`config.mk`:
```
export PLATFORM = sky130hd
export DESIGN_NAME = interfaz_uart_resultado_flat
export DESIGN_NICKNAME = d
export VERILOG_FILES = /design/src/rtl/interfaz_uart_resultado_pkg.sv /design/src/rtl/interfaz_uart_resultado_if.sv /design/src/rtl/interfaz_uart_resultado_serializador_bytes.sv /design/src/rtl/interfaz_uart_resultado.sv /design/src/flat_wrapper.sv
export SDC_FILE = /design/constraint.sdc
export NUM_CORES = 1
export LEC_CHECK = 0
export CORE_AREA = 2 2 55 82
export CTS_BUF_LIST = sky130_fd_sc_hd__clkbuf_8
export DETAILED_ROUTE_END_ITERATION = 10
export DIE_AREA = 0 0 57 84
export HOLD_SLACK_MARGIN = 0.08
export SLEW_MARGIN = 20
export SYNTH_ARGS = -nofsm -noshare
export SYNTH_HDL_FRONTEND = slang
export SYNTH_HIERARCHICAL = 1
export SYNTH_SLANG_ARGS = --single-unit
```
`constraint.sdc`:
```
create_clock -name i_clock -period 2.1 [get_ports i_clock]
set_input_delay 0.315 -clock i_clock [delete_from_list [all_inputs] [get_ports i_clock]]
set_output_delay 0.315 -clock i_clock [all_outputs]
set_load 0.02 [all_outputs]
```
`src/rtl/interfaz_uart_resultado_pkg.sv`:
```
// bip_pkg: constants and types shared by the halt-to-UART reporter.
//   BIP_N_OPCODE   - opcode field width of a BIP instruction
//   BIP_HLT_OPCODE - opcode value that halts the CPU
//   BYTE_W         - UART byte width
//   CYC_W          - width of the optional cycle counter
//   estado_e       - reporter FSM state encoding
package bip_pkg;

  localparam int          BIP_N_OPCODE   = 5;
  localparam int unsigned BIP_HLT_OPCODE = 0;
  localparam int          BYTE_W         = 8;
  localparam int          CYC_W          = 32;

  typedef enum logic [1:0] {
    EST_IDLE = 2'd0,
    EST_SEND = 2'd1,
    EST_WAIT = 2'd2,
    EST_DONE = 2'd3
  } estado_e;

endpackage

```
`src/rtl/interfaz_uart_resultado_if.sv`:
```
// UART TX handshake between the reporter (master) and the transmitter (slave).
//   tx_start - one-cycle pulse: transmit tx_data
//   tx_data  - byte to transmit
//   tx_done  - one-cycle pulse from the transmitter: byte finished
interface interfaz_uart_resultado_if;
  import bip_pkg::*;

  logic              tx_start;
  logic [BYTE_W-1:0] tx_data;
  logic              tx_done;

  modport master (output tx_start, output tx_data, input tx_done);
  modport slave  (input tx_start, input tx_data, output tx_done);

endinterface

```
`src/rtl/interfaz_uart_resultado_serializador_bytes.sv`:
```
// serializador_bytes: shift register plus down-counting byte counter.
// Ports:
//   i_clock, i_reset - clock, synchronous active-high reset
//   i_load, i_dato   - load the whole word and the byte count N_BYTES
//   i_shift          - drop the current byte (shift right by one byte)
//   o_byte           - current byte, LSB first
//   o_ultimo         - the current byte is the last one
module serializador_bytes
  import bip_pkg::*;
#(
  parameter int N_BYTES = 2
) (
  input  logic                      i_clock,
  input  logic                      i_reset,
  input  logic                      i_load,
  input  logic [N_BYTES*BYTE_W-1:0] i_dato,
  input  logic                      i_shift,
  output logic [BYTE_W-1:0]         o_byte,
  output logic                      o_ultimo
);

  localparam int CNT_W = $clog2(N_BYTES + 1);

  logic [N_BYTES*BYTE_W-1:0] shreg;
  logic [CNT_W-1:0]          cnt;

  always_ff @(posedge i_clock) begin
    if (i_reset) begin
      shreg <= '0;
      cnt   <= '0;
    end else if (i_load) begin
      shreg <= i_dato;
      cnt   <= CNT_W'(N_BYTES);
    end else if (i_shift && (cnt != '0)) begin
      shreg <= shreg >> BYTE_W;
      cnt   <= cnt - CNT_W'(1);
    end
  end

  assign o_byte   = shreg[BYTE_W-1:0];
  // terminal-count compare: the shift that consumes this byte empties the counter
  assign o_ultimo = (cnt == CNT_W'(1));

endmodule

```
`src/rtl/interfaz_uart_resultado.sv`:
```
// interfaz_uart_resultado: on a valid HLT instruction, freezes the CPU and
// sends the accumulator over UART, LSB first, then stays halted until reset.
// Optional build macro INTERFAZ_UART_CICLOS_EN appends a saturating 32-bit
// cycle count (frozen at the HLT edge) after the accumulator bytes.
// Ports:
//   i_clock, i_reset       - clock, synchronous active-high reset
//   i_instruccion, i_valid - instruction stream, opcode in the MSBs
//   i_acc                  - accumulator, captured on the HLT edge
//   tx                     - UART TX handshake (master side)
//   o_halt                 - CPU stall, sticky until reset
//   o_busy                 - bytes still pending
//
// state | meaning
// IDLE  | watching for HLT
// SEND  | tx_start pulse for the current byte
// WAIT  | waiting for tx_done of the current byte
// DONE  | everything sent, halted until reset
module interfaz_uart_resultado
  import bip_pkg::*;
#(
  parameter int                  N_INSTR    = 16,
  parameter int                  N_OPCODE   = BIP_N_OPCODE,
  parameter logic [N_OPCODE-1:0] HLT_OPCODE = N_OPCODE'(BIP_HLT_OPCODE),
  parameter int                  N_DATA     = 16
) (
  input  logic                     i_clock,
  input  logic                     i_reset,
  input  logic [N_INSTR-1:0]       i_instruccion,
  input  logic                     i_valid,
  input  logic [N_DATA-1:0]        i_acc,
  interfaz_uart_resultado_if.master tx,
  output logic                     o_halt,
  output logic                     o_busy
);

  localparam logic [1:0] ST_IDLE = EST_IDLE;
  localparam logic [1:0] ST_SEND = EST_SEND;
  localparam logic [1:0] ST_WAIT = EST_WAIT;
  localparam logic [1:0] ST_DONE = EST_DONE;

  localparam int N_BYTES_ACC = N_DATA / BYTE_W;
`ifdef INTERFAZ_UART_CICLOS_EN
  localparam int N_BYTES = N_BYTES_ACC + CYC_W / BYTE_W;
`else
  localparam int N_BYTES = N_BYTES_ACC;
`endif
  localparam int N_BITS = N_BYTES * BYTE_W;

  logic [1:0]        estado;
  logic              hlt_det;
  logic              ser_load;
  logic              ser_shift;
  logic              ser_ultimo;
  logic [N_BITS-1:0] ser_dato;
  logic [BYTE_W-1:0] ser_byte;
  logic              unused_instr;

  assign hlt_det      = i_valid && (i_instruccion[N_INSTR-1 -: N_OPCODE] == HLT_OPCODE);
  assign unused_instr = ^i_instruccion[N_INSTR-N_OPCODE-1:0];

  always_ff @(posedge i_clock) begin
    if (i_reset) begin
      estado <= ST_IDLE;
    end else begin
      case (estado)
        ST_IDLE: if (hlt_det) estado <= ST_SEND;
        ST_SEND: estado <= ST_WAIT;
        ST_WAIT: if (tx.tx_done) estado <= ser_ultimo ? ST_DONE : ST_SEND;
        default: estado <= ST_DONE;
      endcase
    end
  end

  assign ser_load  = (estado == ST_IDLE) && hlt_det;
  assign ser_shift = (estado == ST_WAIT) && tx.tx_done;

`ifdef INTERFAZ_UART_CICLOS_EN
  logic [CYC_W-1:0] ciclos;
  logic [CYC_W-1:0] ciclos_sig;

  assign ciclos_sig = (ciclos == '1) ? ciclos : ciclos + CYC_W'(1);

  // counts only while IDLE, so the value stops at the HLT edge; the load
  // takes ciclos_sig so the HLT edge itself is included in the count
  always_ff @(posedge i_clock) begin
    if (i_reset) begin
      ciclos <= '0;
    end else if (estado == ST_IDLE) begin
      ciclos <= ciclos_sig;
    end
  end

  assign ser_dato = {ciclos_sig, i_acc};
`else
  assign ser_dato = i_acc;
`endif

  serializador_bytes #(
    .N_BYTES (N_BYTES)
  ) u_serializador (
    .i_clock  (i_clock),
    .i_reset  (i_reset),
    .i_load   (ser_load),
    .i_dato   (ser_dato),
    .i_shift  (ser_shift),
    .o_byte   (ser_byte),
    .o_ultimo (ser_ultimo)
  );

  assign tx.tx_start = (estado == ST_SEND);
  assign tx.tx_data  = ser_byte;
  assign o_halt      = (estado != ST_IDLE);
  assign o_busy      = (estado == ST_SEND) || (estado == ST_WAIT);

endmodule

```
`src/flat_wrapper.sv`:
```
// flat-port wrapper written by rule: the top's interface ports become plain ports
module interfaz_uart_resultado_flat import bip_pkg::*;
#(
  parameter int                  N_INSTR    = 16,
  parameter int                  N_OPCODE   = BIP_N_OPCODE,
  parameter logic [N_OPCODE-1:0] HLT_OPCODE = N_OPCODE'(BIP_HLT_OPCODE),
  parameter int                  N_DATA     = 16
)
  (i_clock, i_reset, i_instruccion, i_valid, i_acc, o_halt, o_busy, tx_tx_start, tx_tx_data, tx_tx_done);
  interfaz_uart_resultado_if tx_i ();
  input  logic i_clock;
  input  logic i_reset;
  input  logic [N_INSTR-1:0] i_instruccion;
  input  logic i_valid;
  input  logic [N_DATA-1:0] i_acc;
  output logic o_halt;
  output logic o_busy;
  output wire logic [$bits(tx_i.tx_start)-1:0] tx_tx_start;
  output wire logic [$bits(tx_i.tx_data)-1:0] tx_tx_data;
  input wire logic [$bits(tx_i.tx_done)-1:0] tx_tx_done;
  assign tx_tx_start = tx_i.tx_start;
  assign tx_tx_data = tx_i.tx_data;
  assign tx_i.tx_done = tx_tx_done;
  interfaz_uart_resultado #(.N_INSTR(N_INSTR), .N_OPCODE(N_OPCODE), .HLT_OPCODE(HLT_OPCODE), .N_DATA(N_DATA)) u_core (.i_clock(i_clock), .i_reset(i_reset), .i_instruccion(i_instruccion), .i_valid(i_valid), .i_acc(i_acc), .tx(tx_i), .o_halt(o_halt), .o_busy(o_busy));
endmodule
```
### Yosys cells after proc, flatten, opt, wreduce, memory -nomap -nowiden

Cells that the tools add are included.

| storage, ports and cells | value |
|---|---|
| register bits after elaboration | 20 |
| input port bits | 36 |
| output and inout bits | 11 |
| logic and storage cells | 30 |

| cells by class | value |
|---|---|
| add/subtract/negate cells | 1 |
| equality and inequality tests | 5 |
| muxes and demuxes | 8 |
| reduce and logical (&&, ||, !) cells | 12 |

Operators with widths:

| kind | number |
|---|---|
| $mux W16 | 2 |
| $mux W2 | 5 |
| $pmux W2 S3 | 1 |
| $reduce_bool A2 Y1 | 3 |
| $logic_not A5 Y1 | 1 |
| $eq A2 B1 Y1 const B | 2 |
| $logic_and A1 B1 Y1 | 4 |
| $eq A2 B2 Y1 const B | 1 |
| $logic_not A2 Y1 | 1 |
| $ne A2 B1 Y1 const B | 1 |
| $ne A2 B2 Y1 const B | 1 |
| $reduce_and A2 Y1 | 1 |
| $reduce_or A2 Y1 | 1 |
| $sub A2 B1 Y2 const B | 1 |
| $logic_or A1 B1 Y1 | 1 |

### Longest topological paths before layout

Gate-level depths: netlist (run 1).

| depth | value |
|---|---|
| word-level depth | 5 |
| depth in mapped cells | 8 |
| depth with buffers taken out | 6 |

### Modules after synthesis

The synthesis (run 1) kept the hierarchy.

Modules (own cells, without submodules):

| module | times used | cells an instance | area each (um2) | seq. area each (um2) |
|---|---|---|---|---|
| serializador_bytes | 1 | 103 | 994.7 | 360.3 |
| interfaz_uart_resultado | 1 | 24 | 215.2 | 40.0 |

### Worst setup path after synthesis (run 1)

No wires, ideal clock.

| path | value |
|---|---|
| path kind | input to register |
| start point | input i_instruccion[12] |
| end point | register u_core.u_serializador.shreg[2] |
| setup time | 0.103 ns |
| data arrival time | 1.788 ns |
| required time | 1.997 ns |
| slack | 0.209 ns |
| stages | 6 |
| path buffers | 2 |
| cells stage by stage | or4_2 -> nor3_1 -> buf_4 -> buf_4 -> nor3_2 -> a2111oi_2 |

| between the ends | value |
|---|---|
| cells in the longest elaborated chain, start to end | 4 |
| elaborated cells between the ends (all ways) | 5 |
| those cells by class | mux: 1; reduce/logical: 4 |

RTL lines:

| item | line | RTL |
|---|---|---|
| start: declaration | flat_wrapper.sv:13 | `input logic [N_INSTR-1:0] i_instruccion;` |
| $logic_not A5 Y1 * | interfaz_uart_resultado.sv:58 | `assign hlt_det = i_valid && (i_instruccion[N_INSTR-1 -: N_OPCODE] == HLT_OPCODE);` |
| $logic_and A1 B1 Y1 * | interfaz_uart_resultado.sv:58 |  |
| $logic_and A1 B1 Y1 * | interfaz_uart_resultado.sv:74 | `assign ser_load = (estado == ST_IDLE) && hlt_det;` |
| net u_core.ser_load | interfaz_uart_resultado.sv:51 | `logic ser_load;` |
| $mux W16 / $reduce_bool A2 Y1 (equally long branches) | -- |  |
| end signal: assignment | interfaz_uart_resultado_serializador_bytes.sv:32 | `shreg <= i_dato;` |
| end signal: assignment | interfaz_uart_resultado_serializador_bytes.sv:35 | `shreg <= shreg >> BYTE_W;` |
| end: declaration | interfaz_uart_resultado_serializador_bytes.sv:24 | `logic [N_BYTES*BYTE_W-1:0] shreg;` |

Mark *: on every way through the listed nets, which the timed path passes. The rest lies on a longest branch.
A chain may end at the register's enable or synchronous reset.

### Final worst setup path (run 1)

| path | value |
|---|---|
| start point | input i_instruccion[12] |
| end point | register u_core.u_serializador.shreg[5] |

Same word-level chain as after synthesis.

==> results of run 1 <==
[synthesized netlist by cell type (all sizes together)]
master / count
a2111oi: 8
a211oi: 1
a21oi: 8
a221oi: 1
and2: 1
and2b: 1
buf: 17
clkbuf: 1
dfxtp: 20
ha: 7
inv: 14
mux2: 2
nand2: 8
nand2b: 2
nand3b: 8
nor2: 4
nor3: 20
nor3b: 1
o41a: 1
or4: 1
xnor2: 1
[final timing paths]
| path | start | to | depth (start not counted) |
|---|---|---|---|
| hold / removal | u_core/u_serializador/shreg[8] | u_core/u_serializador/shreg[8] | 2 |
| setup reg to reg | u_core/estado[0] | u_core/u_serializador/shreg[7] | 6 |
| setup / recovery | i_instruccion[12] | u_core/u_serializador/shreg[5] | 6 |
| hold reg to reg | u_core/u_serializador/shreg[8] | u_core/u_serializador/shreg[8] | 2 |
[worst min-delay path: stages (launching register included)]
cell	delay [ps]
dfxtp_1	310
nand3b_1	80
a21oi_1	60
[kinds of logic (layout without fill, tap and decap cells)]
group                      after synthesis  count (layout)
buffers and inverters                   32              63
AOI/OAI and AO/OA                       19              19
muxes                                    2               2
xor gates and xnor gates                 1               1
adders and majority gates                7               7
DFF                                     20              20
and+or+nand+nor                         46              46
[per-layer routing]
| metal | wire length (um) | share of wire, % | global-route usage, % |
|---|---|---|---|
| met1 | 1010 | 39 | 11.7 |
| met2 | 1400 | 55 | 20.9 |
| met3 | 125 | 4.9 | 2.17 |
| met4 | 24 | 0.94 | 4.44 |
| met5 | 0 | 0 | 0 |
[state kept, by name, summed over array words and instances (netlist names)]
name,count
u_core/estado,2
u_core/u_serializador/cnt,2
u_core/u_serializador/shreg,16
[layout by cell type (no fill, tap or decap), drive strengths merged]
| cell | count |
|---|---|
| a2111oi | 8 |
| a211oi | 1 |
| a21oi | 8 |
| a221oi | 1 |
| and2 | 1 |
| and2b | 1 |
| buf | 11 |
| clkbuf | 3 |
| clkdlybuf4s50 | 34 |
| dfxtp | 20 |
| dlymetal6s2s | 1 |
| ha | 7 |
| inv | 14 |
| mux2 | 2 |
| nand2 | 8 |
| nand2b | 2 |
| nand3b | 8 |
| nor2 | 4 |
| nor3 | 20 |
| nor3b | 1 |
| o41a | 1 |
| or4 | 1 |
| xnor2 | 1 |
[area by class of cell]
type	count	area, um^2	area share [%]
sequential	20	400	24.1
timing repair buffer	46	472	28.4
tap	46	57.6	3.46
multi-input combinational	75	638	38.4
inverter	14	52.6	3.16
clock buffer	3	41.3	2.48
[report_power, final]
group	internal, mW	leakage, nW	switching (mW)
combinational	0.0612	0.452	0.0375
clock	0.127	0.0216	0.117
sequential	0.383	0.161	0.00296
total	0.572	0.635	0.157
[what timing repair did]
action,in CTS,in global routing
gates cloned,1,0
buffers inserted,0,1
pin swaps,1,1
endpoints found under the setup margin,1,18
gates resized for setup,1,4
endpoints found under the hold margin,0,0
[metrics by stage]
| stage | power (mW) | setup TNS (ps) | cells | cell area, um^2 |
|---|---|---|---|---|
| 2_1_floorplan | 0.433 | 0 | 127 | 1210 |
| 3_3_place_gp | 0.489 | -3040 | 199 | 1570 |
| 3_5_place_dp | 0.491 | -3700 | 199 | 1570 |
| 4_1_cts | 0.740 | 0 | 203 | 1650 |
| 5_1_grt | 0.762 | 0 | 204 | 1660 |
| 6_report | 0.729 | 0 | 204 | 1660 |
==> results.json, run 1 <==
{
  "outcome": "finished clean",
  "nNetsFinal": 203,
  "critPathTopFamily": "simple AND/OR/NAND/NOR gates",
  "critical-path-max-stage-delay_ps": 560,
  "place.detailed.hpwl_um": 1880,
  "synthesis.nets": 170,
  "p_per_area_mw_per_mm2": 439,
  "drt_iter0_drc": 23,
  "antenna_left": 0,
  "n_antenna_cell": 0,
  "io_pins": 47,
  "synth_fa_ha_area_share_pct": 7.24,
  "grt_max_degree": 23,
  "synthXorXnorAreaFrac_pct": 0.724,
  "overflow": 0,
  "drive_gt1_share_pct": 22.8,
  "routed-via-count": 964,
  "die_width_um": 57,
  "critPathLaunchType": "input pin",
  "drt_pass1_iterations": 4,
  "synth_cell_type_count": 26,
  "slew_violations": 0,
  "port_buffers": 35,
  "num-fill-cells": 432,
  "cts_tree": "done",
  "grt_usage_pct": 11.1,
  "finalSetupViolations": 0,
  "ff2ff_setup_slack_ps": 260,
  "hold_violations": 0,
  "synth_top_area_share_pct": 33.1,
  "path_cells": "clkdlybuf4s50_1, or4_4, nor3_4, buf_12, nor3_2, a2111oi_2",
  "ys_seq_area_share_pct": 33.1,
  "synthMuxAreaShare_pct": 1.86,
  "clkSlewWorstSetupHoldPaths_ps": 70,
  "antenna_found_initial": 0,
  "slew_headroom_pct": 58.5,
  "fmax_ghz": 0.511,
  "fin_hold_ws_ps": 497,
  "yosys.area_share.simple_pct": 24.7,
  "pre_cts_ws_ps": -270,
  "min_path_type": "reg2reg",
  "wl_per_cell_um": 12.6,
  "cts_buffers": 3,
  "drv_cap": 0,
  "die_area_mm2": 0.00479,
  "grt_pass1_vias": 1007,
  "synth_top_family_by_area": "simple AND/OR/NAND/NOR gates",
  "avgViaCountPerCell": 4.73,
  "area_delta_synth_final_pct": 37.3,
  "start_util_pct": 29.2,
  "insertion_delay_ps": 250,
  "synthTopCellsByArea": "dfxtp_1 33%, a2111oi_2 8.7%, buf_4 7.4%, ha_1 7.2%, nor3_2 6.6%",
  "synth_compound_area_share_pct": 17.1,
  "yosysWarnings": 6,
  "period_share_pct": 93.1,
  "cp_data_arrival_time_ps": 2100,
  "synth_largest_area_cell": "dfxtp_1",
  "die_h_um": 84,
  "cp_num_buf_inv": 2,
  "setup_ws_ps": 144,
  "syn_area_per_cell_um2": 9.53,
  "gp_congestion": 0.702,
  "syn_inst": 127,
  "crit_slowest_cell": "or4_4",
  "skew_ps": 3.18,
  "clock-sinks": 20,
  "cts_hold_buffers": 0,
  "synth_area_mm2": 0.00121,
  "p_leak_nw": 0.635,
  "rows": 29,
  "core-area_mm2": 0.00414,
  "period_needed_ps": 1960,
  "worstPathRequired_ps": 2250,
  "path_class": "in2reg",
  "grt_pass1_wl_um": 4330,
  "final_core_util_pct": 40.2,
  "ctsRootBufferMaster": "clkbuf_8",
  "crit_path_end_kind": "register",
  "drc": 0,
  "routed_wl_um": 2560,
  "crit_fanout": 17,
  "cts_buffer_depth": 2,
  "irDropWorstVdd_uv": 231,
  "ctsHtreeMaxLevel": 1,
  "synth-seq-cells": 20,
  "worstMarginPinSlew_ps": 622,
  "grt_setup_unrepaired": "no"
}
Note: power is estimated with default switching activity, not from simulation.
==> run 2: changes to the inputs <==
--- a/config.mk
+++ b/config.mk
@@ -5,10 +5,10 @@
 export SDC_FILE = /design/constraint.sdc
 export NUM_CORES = 1
 export LEC_CHECK = 0
-export CORE_AREA = 2 2 55 82
+export CORE_AREA = 3 3 56 83
 export CTS_BUF_LIST = sky130_fd_sc_hd__clkbuf_8
 export DETAILED_ROUTE_END_ITERATION = 10
-export DIE_AREA = 0 0 57 84
+export DIE_AREA = 0 0 59 86
 export HOLD_SLACK_MARGIN = 0.08
 export SLEW_MARGIN = 20
 export SYNTH_ARGS = -nofsm -noshare
==> run 2 against run 1 <==
Effect of this change: clock power increased by 21%; sequential power is essentially flat; routed wire length increased by 3.3%; maximum frequency decreased by 3.5%; flip-flop and latch count is the same; clock skew is essentially flat; largest cell class unchanged; cell count rose by 0.49%; register-to-register slack worse by 30 ps; design area grew 2.6%; critical path type unchanged; global-route usage fell by 0.48 points; utilization grew 2.5 points.
==> results.json, run 2 (synthesized netlist as in run 1, its figures left out) <==
{
  "io_pins": 47,
  "path_cells": "clkdlybuf4s50_1, or4_4, nor3_4, buf_6, clkbuf_16, nor3_1, a2111oi_2",
  "port_buffers": 35,
  "drt_pass1_iterations": 4,
  "drv_cap": 0,
  "layout_commonest_cell": "clkdlybuf4s50_1",
  "irDropWorstVdd_uv": 256,
  "antenna_left": 0,
  "die_area_mm2": 0.00507,
  "p_leak_nw": 0.670,
  "place_area_mm2": 0.00156,
  "area_delta_synth_final_pct": 40.8,
  "path_class": "in2reg",
  "top_register": "u_core/u_serializador/shreg",
  "finalSetupViolations": 0,
  "dp.cells": 197,
  "slew_headroom_pct": 59.3,
  "mostFrequentLayoutCells": "32 x clkdlybuf4s50_1, 20 x dfxtp_1, 14 x inv_1",
  "fin_cells": 205,
  "crit_slowest_cell": "or4_4",
  "drive_gt1_share_pct": 23.8,
  "worstMarginPinSlew_ps": 610,
  "clock-sinks": 20,
  "grt_pass1_wl_um": 4300,
  "avgViaCountPerCell": 4.61,
  "gp_congestion": 0.650,
  "crit_path_end_kind": "register",
  "antenna_found_initial": 0,
  "cp_num_buf_inv": 3,
  "hold_violations": 0,
  "routed-via-count": 946,
  "drt_iter0_drc": 21,
  "cts_buffers": 3,
  "insertion_delay_ps": 250,
  "core-area_mm2": 0.00399,
  "critical-path-max-stage-delay_ps": 510,
  "overflow": 0,
  "drc": 0,
  "largest_reg_flops": 16,
  "crit_fanout": 8,
  "grt_pass1_vias": 979,
  "fmax_ghz": 0.493,
  "wl_per_cell_um": 12.9,
  "cts_buffer_depth": 2,
  "grt_max_degree": 19,
  "outcome": "finished clean",
  "grt_usage_pct": 10.7,
  "setup_tns_ps": 0,
  "clkSlewWorstSetupHoldPaths_ps": 80,
  "design_area_mm2": 0.00170,
  "skew_ps": 2.80,
  "ctsHtreeMaxLevel": 1,
  "rows": 28,
  "total_power_mw": 0.779,
  "routed_wl_um": 2650,
  "place.detailed.hpwl_um": 1840,
  "ctsRootBufferMaster": "clkbuf_8",
  "die_h_um": 86,
  "min_path_type": "reg2reg",
  "period_needed_ps": 2030,
  "n_antenna_cell": 0,
  "slew_violations": 0,
  "cts_tree": "done",
  "start_util_pct": 30.3,
  "die_width_um": 59,
  "nNetsFinal": 204,
  "cp_data_arrival_time_ps": 2180,
  "cts_hold_buffers": 0,
  "p_per_area_mw_per_mm2": 457,
  "critPathTopFamily": "simple AND/OR/NAND/NOR gates",
  "critPathLaunchType": "input pin",
  "worstPathRequired_ps": 2250,
  "fin_hold_ws_ps": 491,
  "top_regs": "u_core/u_serializador/shreg (16), u_core/estado (2), u_core/u_serializador/cnt (2)",
  "period_share_pct": 96.6
}
-- run 2: cell count changes in the layout (fill, tap and decap cells not counted) --
| cell | previous run | this run |
|---|---|---|
| dlymetal6s2s_1 | 1 | 3 |
| clkbuf_16 | 0 | 1 |
| clkbuf_8 | 3 | 4 |
| clkdlybuf4s50_1 | 34 | 32 |
-- run 2: worst register-to-register path, cell delays in order (launching register included) --
cell and delay, ps:
dfxtp_1 390, inv_1 100, ha_1 240, and2_1 160, nand2b_1 440, nor3_1 120, a2111oi_2 300
-- run 2: layout make-up --
| class | count | area [um^2] |
|---|---|---|
| multi-input cells | 75 | 638 |
| flip-flops and latches | 20 | 400 |
| inverters | 14 | 52.6 |
| repair buffers | 47 | 502 |
| well taps | 45 | 56.3 |
| clock buffers | 4 | 55.1 |
| fillers | 414 | 2290 |
-- run 2: path summary, 6_finish.rpt --
path,startpoint,endpoint,slack (ps),cells past startpoint
max,i_instruccion[14],u_core/u_serializador/shreg[0],70,7
min reg2reg,u_core/u_serializador/shreg[12],u_core/u_serializador/shreg[12],490,2
min,u_core/u_serializador/shreg[12],u_core/u_serializador/shreg[12],490,2
max reg2reg,u_core/estado[0],u_core/u_serializador/shreg[0],230,6
-- run 2: repair_timing --
action | 4_1_cts | 5_1_grt
endpoints found under the setup margin | 5 | 17
pin swaps | 1 | 3
gates cloned | 1 | 1
buffers inserted | 0 | 2
resized for setup | 1 | 6
-- run 2: stage by stage --
| stage | util (%) | setup WS (ps) |
|---|---|---|
| after floorplan | - | 209 |
| after global placement | 39.1 | -232 |
| after detailed placement | 39.1 | -308 |
| after CTS | 41.4 | -3.98 |
| after global routing | 42.7 | -10.1 |
| final | 42.7 | 72.4 |
-- run 2: power breakdown --
group | total [mW] | internal (mW) | switching (mW)
logic | 0.0991 | 0.0614 | 0.0377
clock network | 0.295 | 0.167 | 0.128
registers | 0.386 | 0.383 | 0.00287
total | 0.779 | 0.611 | 0.169
-- run 2: layer usage --
| metal | up-vias | wire (um) | GRT usage (%) |
|---|---|---|---|
| li1 | 496 | - | - |
| met1 | 430 | 1110 | 12.1 |
| met2 | 18 | 1420 | 19.5 |
| met3 | 2 | 106 | 1.51 |
| met4 | 0 | 20 | 3.71 |
| met5 | - | 0 | 0 |
==> variant: new RTL, config.mk and constraints of run 1 <==
`N_DATA` is set to 16 in 2 places; all go to 32.
--- a/src/rtl/interfaz_uart_resultado.sv
+++ b/src/rtl/interfaz_uart_resultado.sv
@@ -22,5 +22,5 @@
   parameter int                  N_OPCODE   = BIP_N_OPCODE,
   parameter logic [N_OPCODE-1:0] HLT_OPCODE = N_OPCODE'(BIP_HLT_OPCODE),
-  parameter int                  N_DATA     = 16
+  parameter int                  N_DATA     = 32
 ) (
   input  logic                     i_clock,
--- a/src/flat_wrapper.sv
+++ b/src/flat_wrapper.sv
@@ -5,5 +5,5 @@
   parameter int                  N_OPCODE   = BIP_N_OPCODE,
   parameter logic [N_OPCODE-1:0] HLT_OPCODE = N_OPCODE'(BIP_HLT_OPCODE),
-  parameter int                  N_DATA     = 16
+  parameter int                  N_DATA     = 32
 )
   (i_clock, i_reset, i_instruccion, i_valid, i_acc, o_halt, o_busy, tx_tx_start, tx_tx_data, tx_tx_done);
Ports: changed (resized i_acc); port bits go from 47 to 63. No check against the original RTL was run, so the function may have changed too.
==> variant against run 1 <==
Global-route usage up 9.4 points; sequential share of layout area is 2.2 points higher; routed wire length increased by 90%; area after synthesis is 73% higher; design area increased by 69%; power up 93%; first-iteration DRC count rose to 2.5 times the old value; worst setup slack better by 0.010 ns; sequential cell count is 17 higher; critical path type is now flop to output port; largest power group unchanged.
==> variant: results (changes against run 1) <==
| Metric | Value |
|---|---|
| Worst EP required | `1.78 ns (-0.47 ns)` |
| Multiplexer share of the synthesized area | `1.075% (-0.79 points)` |
| R2r endpoint | `u_core/u_serializador/cnt[1]$_SDFFE_PP0P_` |
| Syn Nets | `297 (+75%)` |
| DP Wirelength | `3.233 mm (+72%)` |
| Synth top area share | `35.34% (+2.3 points)` |
| Post-synthesis cell type count | `33 (+27%)` |
| Seq/Total Area, Yosys | `35.34% (+2.3 points)` |
| Total Routed Length | `4.859 mm (+90%)` |
| Grt met3 use | `3.721% (+1.6 points)` |
| Post-Place Cell Area | `0.002659 mm^2 (+69%)` |
| Fin nets | `346 (+70%)` |
| Startpoint types | `flop` |
| Met1 Track Usage GR | `25.46% (+14 points)` |
| Gpl congestion | `0.7101 (+1.2%)` |
| Synthesized-area fraction occupied by adder cells | `4.776% (-2.5 points)` |
| DR iter-0 viols | `58 (+150%)` |
| Pin count of the biggest net entering global routing | `34 (+48%)` |
| Most common library cells after synthesis | `37 x dfxtp_1, 31 x inv_1, 30 x o21ai_0` |
| Dpl cells | `323 (+62%)` |
| Mapped Cells | `237 (+87%)` |
| Status | `finished, final reports clean` |
| Met2 global-route usage | `35.01% (+14 points)` |
| XOR/XNOR Fraction of Synth Area | `0% (-0.72 points)` |
| First-pass GRT wire length | `7.962 mm (+84%)` |
| Clk_skew | `0.01083 ns (+0.007648 ns)` |
| Hold Startpoint | `i_reset` |
| R2R setup slack | `0.28 ns (+0.02 ns)` |
| Worst hold path endpoint | `u_core/u_serializador/cnt[0]$_SDFFE_PP0P_` |
| Largest stage delay, worst path | `0.59 ns (+0.03 ns)` |
| Peak supply drop | `0.5076 mV (+120%)` |
| P_leak | `1.082 nW (+71%)` |
| Leading post-synthesis cells by cell area | `dfxtp_1 35%, a221oi_2 13%, a31oi_1 7.2%, o21ai_0 7.2%, inv_1 5.6%` |
| Skew-Pair Late Insertion Delay | `0.30 ns (+0.05 ns)` |
| Slew margin rel. | `79.28% (+21 points)` |
| Hold Crit Depth | `3 (+1)` |
| Post-route insts no fill | `333 (+63%)` |
| Via count | `1893 (+96%)` |
| Layout filler cell count | `360 (-17%)` |
==> variant: changes by cell type after synthesis, sizes merged, moves of 17 or more <==
cell,run 1,this run
inv,14,31
a31oi,0,24
nor3,20,1
a221oi,1,25
dfxtp,20,37
o21ai,0,33
==> variant: final cells by class <==
cell class	instances	area (um^2)	area share (%)
flip-flops and latches	37	740.7	26.31
inverters	31	116.4	4.133
repair buffers	73	757.0	26.89
clock buffers	6	82.58	2.933
well taps	46	57.56	2.044
multi-input cells	138	1047	37.20
clock inverters	2	13.76	0.4889
==> variant: cells by family (layout without fill, tap and decap cells) <==
| kind of cell | count (synthesis) | in the layout |
|---|---|---|
| simple gates | 31 | 31 |
| buf+inv | 62 | 112 |
| flops | 37 | 37 |
| fa+ha+maj | 8 | 8 |
| mux | 2 | 2 |
| compound gates | 97 | 97 |
==> variant: worst max-delay path, delay by kind of cell, from the launching register on <==
kind / cells / cell delay [ns]
adder cells (fa/ha/maj): 1 / 0.28
flip-flops: 1 / 0.38
buffers and inverters: 2 / 0.68
==> variant: layer usage <==
metal / vias to the layer above / part of all wire, %
met5: - / 0
met2: 46 / 52
met4: 0 / 1.4
met1: 901 / 43
li1: 939 / -
met3: 7 / 4.3
==> variant: power by group <==
| group | internal (W) | leakage [nW] | total, W | switching, W |
|---|---|---|---|---|
| registers | 0.000709 | 0.298 | 0.000714 | 0.00000460 |
| clock network | 0.000266 | 0.0512 | 0.000535 | 0.000269 |
| logic | 0.0000965 | 0.733 | 0.000160 | 0.0000639 |
==> variant: how the worst max path moves through the flow <==
stage / to / slack, ns
after floorplan: u_core/u_serializador/shreg[18]$_SDFFE_PP0P_ / 0.02
after global placement: u_core/u_serializador/shreg[17]$_SDFFE_PP0P_ / -0.24
after detailed placement: u_core/u_serializador/shreg[21]$_SDFFE_PP0P_ / -0.28
after CTS: u_core/u_serializador/shreg[21]$_SDFFE_PP0P_ / 0.03
after global routing: u_core/u_serializador/shreg[15]$_SDFFE_PP0P_ / 0.07
final: o_busy / 0.15
==> variant: repair_timing <==
action,in CTS,in global routing
setup endpoints to repair,0,28
buffers inserted,0,1
resized for setup,0,4
==> variant: stage by stage <==
| step | hold WS (ns) | util (%) | worst slack (ns) |
|---|---|---|---|
| final | 0.3998 | 68.06 | 0.1547 |
| after floorplan | 0.4625 | - | 0.01738 |
| after global routing | 0.4262 | 68.06 | 0.06566 |
| after CTS | 0.3903 | 66.61 | 0.03473 |
| after global placement | 0.4762 | 64.28 | -0.2450 |
| after detailed placement | 0.4877 | 64.28 | -0.2792 |
